**src/rtl/logit_search.sv**
```systemverilog
// Inverse sigmoid: a fixed 9-step binary search over the sigmoid table returns the smallest x with lut(x) >= p.
// Optional LOGIT_SAT_FLAG_EN adds out_sat, which flags codes outside the table's reachable range.
module logit_search #(
  parameter int N        = 2,
  parameter int QM       = 6,
  parameter int QN       = 10,
  parameter int LUT_BITS = 8,
  parameter int LUT_QN   = 5
) (
  input  logic                 clk,
  input  logic                 rst_n,
  input  logic                 in_valid,
  output logic                 in_ready,
  input  logic [7:0]           in_p,
  output logic                 out_valid,
  input  logic                 out_ready,
  output logic [QM+QN+N-1:0]   out_x
`ifdef LOGIT_SAT_FLAG_EN
  ,
  output logic                 out_sat
`endif
);

  localparam int W        = QM + QN + N;
  localparam int IW       = LUT_BITS + 2;
  localparam int SHIFT    = QN - LUT_QN;
  localparam int STEPS    = LUT_BITS + 1;
  localparam int LUT_HALF = 2 ** (LUT_BITS - 1);

  localparam logic signed [IW-1:0] IDX_MIN = IW'(-LUT_HALF);
  localparam logic signed [IW-1:0] IDX_MAX = IW'(LUT_HALF);

  // The sigmoid table is monotone from 0 to 31, so it is stored as the first
  // index at which each code k = 1..31 is reached: ceil(32 * ln(k / (32 - k))).
  // These values hold for LUT_QN = 5 and LUT_BITS = 8.
  localparam int THRESH [31] = '{
    -109, -86, -72, -62, -53, -46, -40, -35, -30, -25, -20, -16, -12, -8, -4, 0,
       5,   9,  13,  17,  21,  26,  31,  36,  41,  47,  54,  63,  73, 87, 110
  };

  function automatic logic [7:0] lut_val(input logic signed [IW-1:0] idx);
    logic [7:0] v;
    v = '0;
    for (int k = 0; k < 31; k++) begin
      if (int'(idx) >= THRESH[k]) v = v + 8'd1;
    end
    return v;
  endfunction

  typedef enum logic [1:0] {IDLE, SEARCH, DONE} state_t;

  state_t                state, state_nxt;
  logic signed [IW-1:0]  lo, hi, mid, lo_nxt, hi_nxt;
  logic [7:0]            p;
  logic [3:0]            cnt;
  logic                  last_step;
  logic [W-1:0]          x_scaled;

  assign last_step = (cnt == 4'(STEPS - 1));

  // One search step; once the interval has collapsed further steps change nothing.
  always_comb begin
    mid    = (lo + hi) >>> 1;
    lo_nxt = lo;
    hi_nxt = hi;
    if (lo < hi) begin
      if (lut_val(mid) >= p) hi_nxt = mid;
      else                   lo_nxt = mid + 10'sd1;
    end
    x_scaled = {{(W-IW){lo_nxt[IW-1]}}, lo_nxt} << SHIFT;
  end

  always_ff @(posedge clk or negedge rst_n) begin
    if (!rst_n) state <= IDLE;
    else        state <= state_nxt;
  end

  always_comb begin
    state_nxt = state;
    case (state)
      IDLE:    if (in_valid)  state_nxt = SEARCH;
      SEARCH:  if (last_step) state_nxt = DONE;
      DONE:    if (out_ready) state_nxt = IDLE;
      default: state_nxt = IDLE;
    endcase
  end

  always_comb begin
    in_ready  = (state == IDLE);
    out_valid = (state == DONE);
  end

  always_ff @(posedge clk or negedge rst_n) begin
    if (!rst_n) begin
      lo    <= '0;
      hi    <= '0;
      cnt   <= '0;
      p     <= '0;
      out_x <= '0;
`ifdef LOGIT_SAT_FLAG_EN
      out_sat <= 1'b0;
`endif
    end else begin
      case (state)
        IDLE: begin
          if (in_valid) begin
            p   <= in_p;
            lo  <= IDX_MIN;
            hi  <= IDX_MAX;
            cnt <= '0;
          end
        end
        SEARCH: begin
          lo  <= lo_nxt;
          hi  <= hi_nxt;
          cnt <= cnt + 4'd1;
          if (last_step) begin
            out_x <= x_scaled;
`ifdef LOGIT_SAT_FLAG_EN
            out_sat <= (lo_nxt == IDX_MIN) || (p > lut_val(IDX_MAX));
`endif
          end
        end
        default: ;
      endcase
    end
  end

endmodule

```
**config.mk**
```make
export PLATFORM = sky130hd
export DESIGN_NAME = logit_search
export DESIGN_NICKNAME = d
export VERILOG_FILES = /design/src/rtl/logit_search.sv
export SDC_FILE = /design/constraint.sdc
export NUM_CORES = 1
export LEC_CHECK = 0
export CELL_PAD_IN_SITES_DETAIL_PLACEMENT = 0
export CELL_PAD_IN_SITES_GLOBAL_PLACEMENT = 1
export CORE_ASPECT_RATIO = 1.1
export CORE_MARGIN = 5
export CORE_UTILIZATION = 43
export DETAILED_ROUTE_END_ITERATION = 7
export PLACE_DENSITY = 0.85
export SLEW_MARGIN = 20
export SYNTH_ARGS = -nofsm -noshare
export SYNTH_HDL_FRONTEND = slang
export SYNTH_SLANG_ARGS = --single-unit
export TNS_END_PERCENT = 1
```
**constraint.sdc**
```tcl
create_clock -name clk -period 21.5 [get_ports clk]
set_input_delay 5.375 -clock clk [delete_from_list [all_inputs] [get_ports clk]]
set_output_delay 5.375 -clock clk [all_outputs]
set_load 0.005 [all_outputs]
```
* Word level (Yosys, flattened, before mapping)
Index checks and enable logic that the tools add are counted.
** Cells by class
- Add/subtract/negate cells :: 33
- Equality and inequality tests :: 8
- Order comparisons :: 33
- Reductions and logical operators :: 7
- Multiplexer cells :: 76
** Operators by type and width (number)
- 8-bit two-way mux :: 61
- 8-bit by 1-bit adder with 8-bit output (second input constant) :: 30
- 9-bit by 7-bit >= comparator with 1-bit output (second input constant) :: 10
- 9-bit by 6-bit >= comparator with 1-bit output (second input constant) :: 7
- 10-bit two-way mux :: 6
- 9-bit by 8-bit >= comparator with 1-bit output (second input constant) :: 6
- 10-bit one-hot mux with 2 select lines :: 2
- 9-bit by 5-bit >= comparator with 1-bit output (second input constant) :: 4
- 9-bit by 4-bit >= comparator with 1-bit output (second input constant) :: 2
- 10-bit adder :: 1
- 9-bit by 2-bit adder with 10-bit output (second input constant) :: 1
- 10-bit < comparator :: 1
- 9-bit by 1-bit >= comparator with 1-bit output (second input constant) :: 1
- 9-bit by 3-bit >= comparator with 1-bit output (second input constant) :: 1
- 8-bit >= comparator :: 1
- 2-bit inequality test (second input constant) :: 4
- 4-bit one-hot mux with 2 select lines :: 1
- 2-bit two-way mux :: 3
- 2-bit one-hot mux with 3 select lines :: 1
- 2-bit AND reduction :: 3
- 4-bit by 1-bit adder with 4-bit output (second input constant) :: 1
- 4-bit == test (second input constant) :: 1
- 4-bit two-way mux :: 1
- 4-bit AND reduction :: 1
- other kinds (7) :: 7
** Storage, ports and cells
- Logic and storage cells :: 163
- Input port bits :: 12
- Bits in registers :: 44

* Longest topological paths before layout
Gate-level depths: netlist of run 1.
- Word-level depth :: 98
- Mapped depth :: 106

* Worst setup path after synthesis of run 1
Ideal clock, no wire load.
- Path kind :: reg2reg
- Start :: register lo[1]
- End :: register out_x[12]
- Arrival time :: 20970 ps
- Data required time :: 21367 ps
- Slack :: 397 ps
- Period minus slack after synthesis :: 21103 ps
- Cell stages (with the launch flop) :: 105
- Path buffers :: 7
- Path through :: dfrtp_1 -> ha_1 -> nor4bb_4 -> o311ai_1 -> nand4_1 -> xor2_1 -> clkbuf_1 -> clkbuf_1 -> clkbuf_1 -> clkbuf_1 -> nor2_1 -> ha_1 -> clkbuf_1 -> xor2_1 -> ha_1 -> inv_1 -> a2bb2oi_1 -> ha_1 -> [69 not listed] -> ha_1 -> nand2_1 -> nand2_1 -> ha_1 -> a21oi_1 -> nor2b_1 -> o21ai_0 -> nand2b_1 -> a21oi_1 -> nor2b_1 -> o21ai_0 -> nand2b_1 -> a21oi_1 -> and2_1 -> clkbuf_1 -> buf_1 -> mux2i_1 -> o21ai_0
** On the way
- Word-level cells in the longest chain between the ends :: 97
- Elaborated cells between the ends (all ways) :: 129
** RTL lines
- start, declared :: line 53 : logic signed [IW-1:0] lo, hi, mid, lo_nxt, hi_nxt;
- start signal, assigned :: line 114 : lo <= lo_nxt;
- 10-bit adder :: line 63 : mid = (lo + hi) >>> 1;
- 9-bit by 8-bit >= comparator with 1-bit output :: line 45 : if (int'(idx) >= THRESH[k]) v = v + 8'd1;
- 1-bit two-way mux :: line 45
- 8-bit two-way mux :: line 66 : if (lo < hi) begin
- 8-bit by 1-bit adder with 8-bit output :: line 45
- 8-bit two-way mux :: line 45
- 8-bit two-way mux :: line 66
- 8-bit by 1-bit adder with 8-bit output :: line 45
- [81 not listed]
- 8-bit two-way mux :: line 45
- 8-bit two-way mux :: line 66
- 8-bit by 1-bit adder with 8-bit output :: line 45
- 8-bit two-way mux :: line 45
- 8-bit two-way mux :: line 66
- 8-bit >= comparator :: line 67 : if (lut_val(mid) >= p) hi_nxt = mid;
- 10-bit two-way mux :: line 67
- 10-bit two-way mux (*) :: line 66
- end signal, assigned :: line 118 : out_x <= x_scaled;
- end, declared :: line 17 : output logic [QM+QN+N-1:0] out_x
Every way passes the cells marked *; elsewhere a longest branch is shown, timed or not. The select of a mux whose other input is x is not followed.
A chain may end at the register's enable or synchronous reset.

* Final worst setup path of run 1
- Start :: register lo[2]
- End :: register out_x[13]
The elaborated chain is that of the path after synthesis.

==> results of run 1 <==
## through the flow
step / cells / setup slack (ps) / setup TNS [ps]
final: 1311 / 1220 / 0
after global routing: 1311 / -54.7 / -403
after CTS: 1294 / 261 / 0
after detailed placement: 1286 / 286 / 0
after global placement: 1286 / 812 / 0
after floorplan: 1046 / 397 / 0
## worst max-delay path by stage
| stage | slack, ps | depth (start not counted) | to |
|---|---|---|---|
| global placement | 810 | 99 | lo[3] |
| global route | -50 | 100 | out_x[13] |
| finish | 1220 | 94 | out_x[13] |
| floorplan | 400 | 104 | out_x[12] |
| detailed placement | 290 | 99 | lo[5] |
| CTS | 260 | 95 | lo[5] |
## cell type report
class / count / area [um2] / share of cell area, %
multi-input combinational: 914 / 6880 / 75.2
inverter: 43 / 161 / 1.76
sequential: 43 / 1080 / 11.8
tap: 243 / 304 / 3.32
timing repair buffer: 60 / 571 / 6.23
clock buffer: 8 / 156 / 1.71
## worst register-to-register path: cells and delay by family (launching register included)
kind | cells | cell delay [ps]
fa+ha+maj | 28 | 8410
flops | 1 | 430
buf+inv | 5 | 540
compound gates | 24 | 4270
simple gates | 24 | 3420
mux | 8 | 2140
xor+xnor | 5 | 960
## per-layer routing
metal | vias to the layer above | GRT usage (%) | part of all wire (%)
met1 | 3552 | 25.2 | 47
met3 | 30 | 1.24 | 2.9
li1 | 3796 | - | -
met4 | 0 | 3.32 | 1.5
met5 | - | 0 | 0
met2 | 131 | 32.1 | 48
## flip-flops by register name (all words and copies together) (netlist names)
name / count
p: 8
hi: 9
out_x: 10
cnt: 4
lo: 10
state: 2
## cell usage in the layout, fill, tap and decap left out, types with 11 or more instances in the layout
cell type        count
nor3_1              19
dfrtp_1             43
o31ai_1             15
a31oi_1             16
nand2b_1            14
buf_4               29
ha_1                53
nand4_1             13
mux2i_1             21
nor2b_1             13
nor2_1              70
nand3_1             28
inv_1               43
xor2_1              40
a21oi_1             59
o21ai_0             74
xnor2_2             11
clkdlybuf4s50_1     25
xnor2_1             70
nand2_1            139
and3_1              12
## logic make-up after synthesis
group / synth area share (%)
and+or+nand+nor: 23.4
AOI/OAI and AO/OA: 23.7
xor gates and xnor gates: 20.7
buffers and inverters: 4.64
adders and majority gates: 9.51
DFF: 13.3
muxes: 4.71
other: 0.0463
## repair_timing
item	in CTS	in global routing
setup endpoints to repair	0	29
resized for setup	0	48
hold endpoints to repair	0	0
buffers inserted	0	15
==> flow_summary.toml, run 1 <==
[run_status]
status = "completed"

[worst_setup_path]
reg2reg_from = "lo[2]"
endpoint_kind = "flip-flop"
cp_common_cell = "ha_1"
cp-startpoint = "lo[2]"
slowest_delay_ps = 580
r2r_cells = 94
r2r_end = "out_x[13]"
path_buf_inv = 5
r2r_setup_slack_ps = 1220
path_delay_family = "adder cells"
cp-start-kind = "flip-flop"
critical_path_arrival_ps = 20400
critPathKind = "flip-flop to flip-flop"
path_max_fanout = 7
cp_slowest_cell = "or4_1"
worst-endpoint-required_ps = 21620

[clock_tree]
cts_buffers = 5
hold_buffers = 0
cts_tree = "done"
clock_sinks = 43
insertion_delay_ps = 280
clk_transition_reported_paths_ps = 60
clockBufferDepth = 2
htree_num_levels = 2
clockRootBuffer = "clkbuf_16"

[yosys]
synth_largest_area_cell = "dfrtp_1"
synth.most_common_cell = "nand2_1"
yosys_warnings = 0
yosysUniqueCellTypes = 100
syn_inst = 1042
ys_top_cells_by_count = "nand2_1, nor2_1, o21ai_0"
ys_seq_area_share_pct = 13.3
synth_enable_flop_cells = 0
syn_area_per_cell_um2 = 7.78
ys_ff_latch = 43
synthFlopType = "dfrtp_1"
synth.area.top_cells = "dfrtp_1, ha_1, xnor2_1"
synthArstFlopShare_pct = 100
synth_area_um2 = 8110
yosysTopAreaCellShare_pct = 13.3

[drt]
drcViolationCount = 0
postRouteAntennaNets = 0
wl_um = 20700
dr.pass1.iters = 5
vias = 7509
dr.first_iter.drc_count = 410
avgRoutedWirePerCell_um = 15.8
viasPerCell = 5.73

[sta]
setup_viol_count_final = 0
fin_skew_ps = 3.21
period_share_pct = 94.3
fin_crit_ps = 20280
hold_viol_final = 0
slew-limit-headroom_pct = 40.5
worstMarginPinSlew_ps = 893
max_freq_ghz = 0.0493
drv_slew = 0
fin_hold_ws_ps = 484

[min_path]
min_from = "out_x[5]"
min_to = "out_x[5]"
worstHoldPathType = "flip-flop to flip-flop"
hold_depth = 2

[place]
place_area_um2 = 8620
io_buffers = 26
routabilityCongestion = 0.904
place_hpwl_um = 16000

[final_layout]
num_antenna_cells = 0
final_layout_size_suffix_gt1_share_pct = 13.9
fillers = 1892
area_growth_pct = 12.9
post-route-util_pct = 49.5
nets = 1140
finalInstanceArea_um2 = 9150

[floorplanning]
rows = 52
dieHeight_um = 154
initial_utilization_pct = 43.9
die_w_um = 141
ios = 32
design.die.area_um2 = 21700
core_um2 = 18500

[global_route]
grt_max_degree = 45
grt_pass1_wl_um = 34600
grt_pass1_vias = 7101
grt_usage_pct = 18.4
grt_overflow = 0
antenna_found_initial = 0

[job]
maxCapViolations = 0
Power of run 1 is not shown: default switching activity piles up to over one toggle a cycle in this logic, so the estimate is an artifact.
==> run 2, diff against run 1 <==
--- a/config.mk
+++ b/config.mk
@@ -10,6 +10,7 @@
 export CORE_ASPECT_RATIO = 1.1
 export CORE_MARGIN = 5
 export CORE_UTILIZATION = 43
+export CTS_CLUSTER_SIZE = 30
 export DETAILED_ROUTE_END_ITERATION = 7
 export PLACE_DENSITY = 0.85
 export SLEW_MARGIN = 20
==> results of run 2 <==
Final layout, timing and power as in run 1 (identical DEF).
Power of run 2 is left out for the same reason.
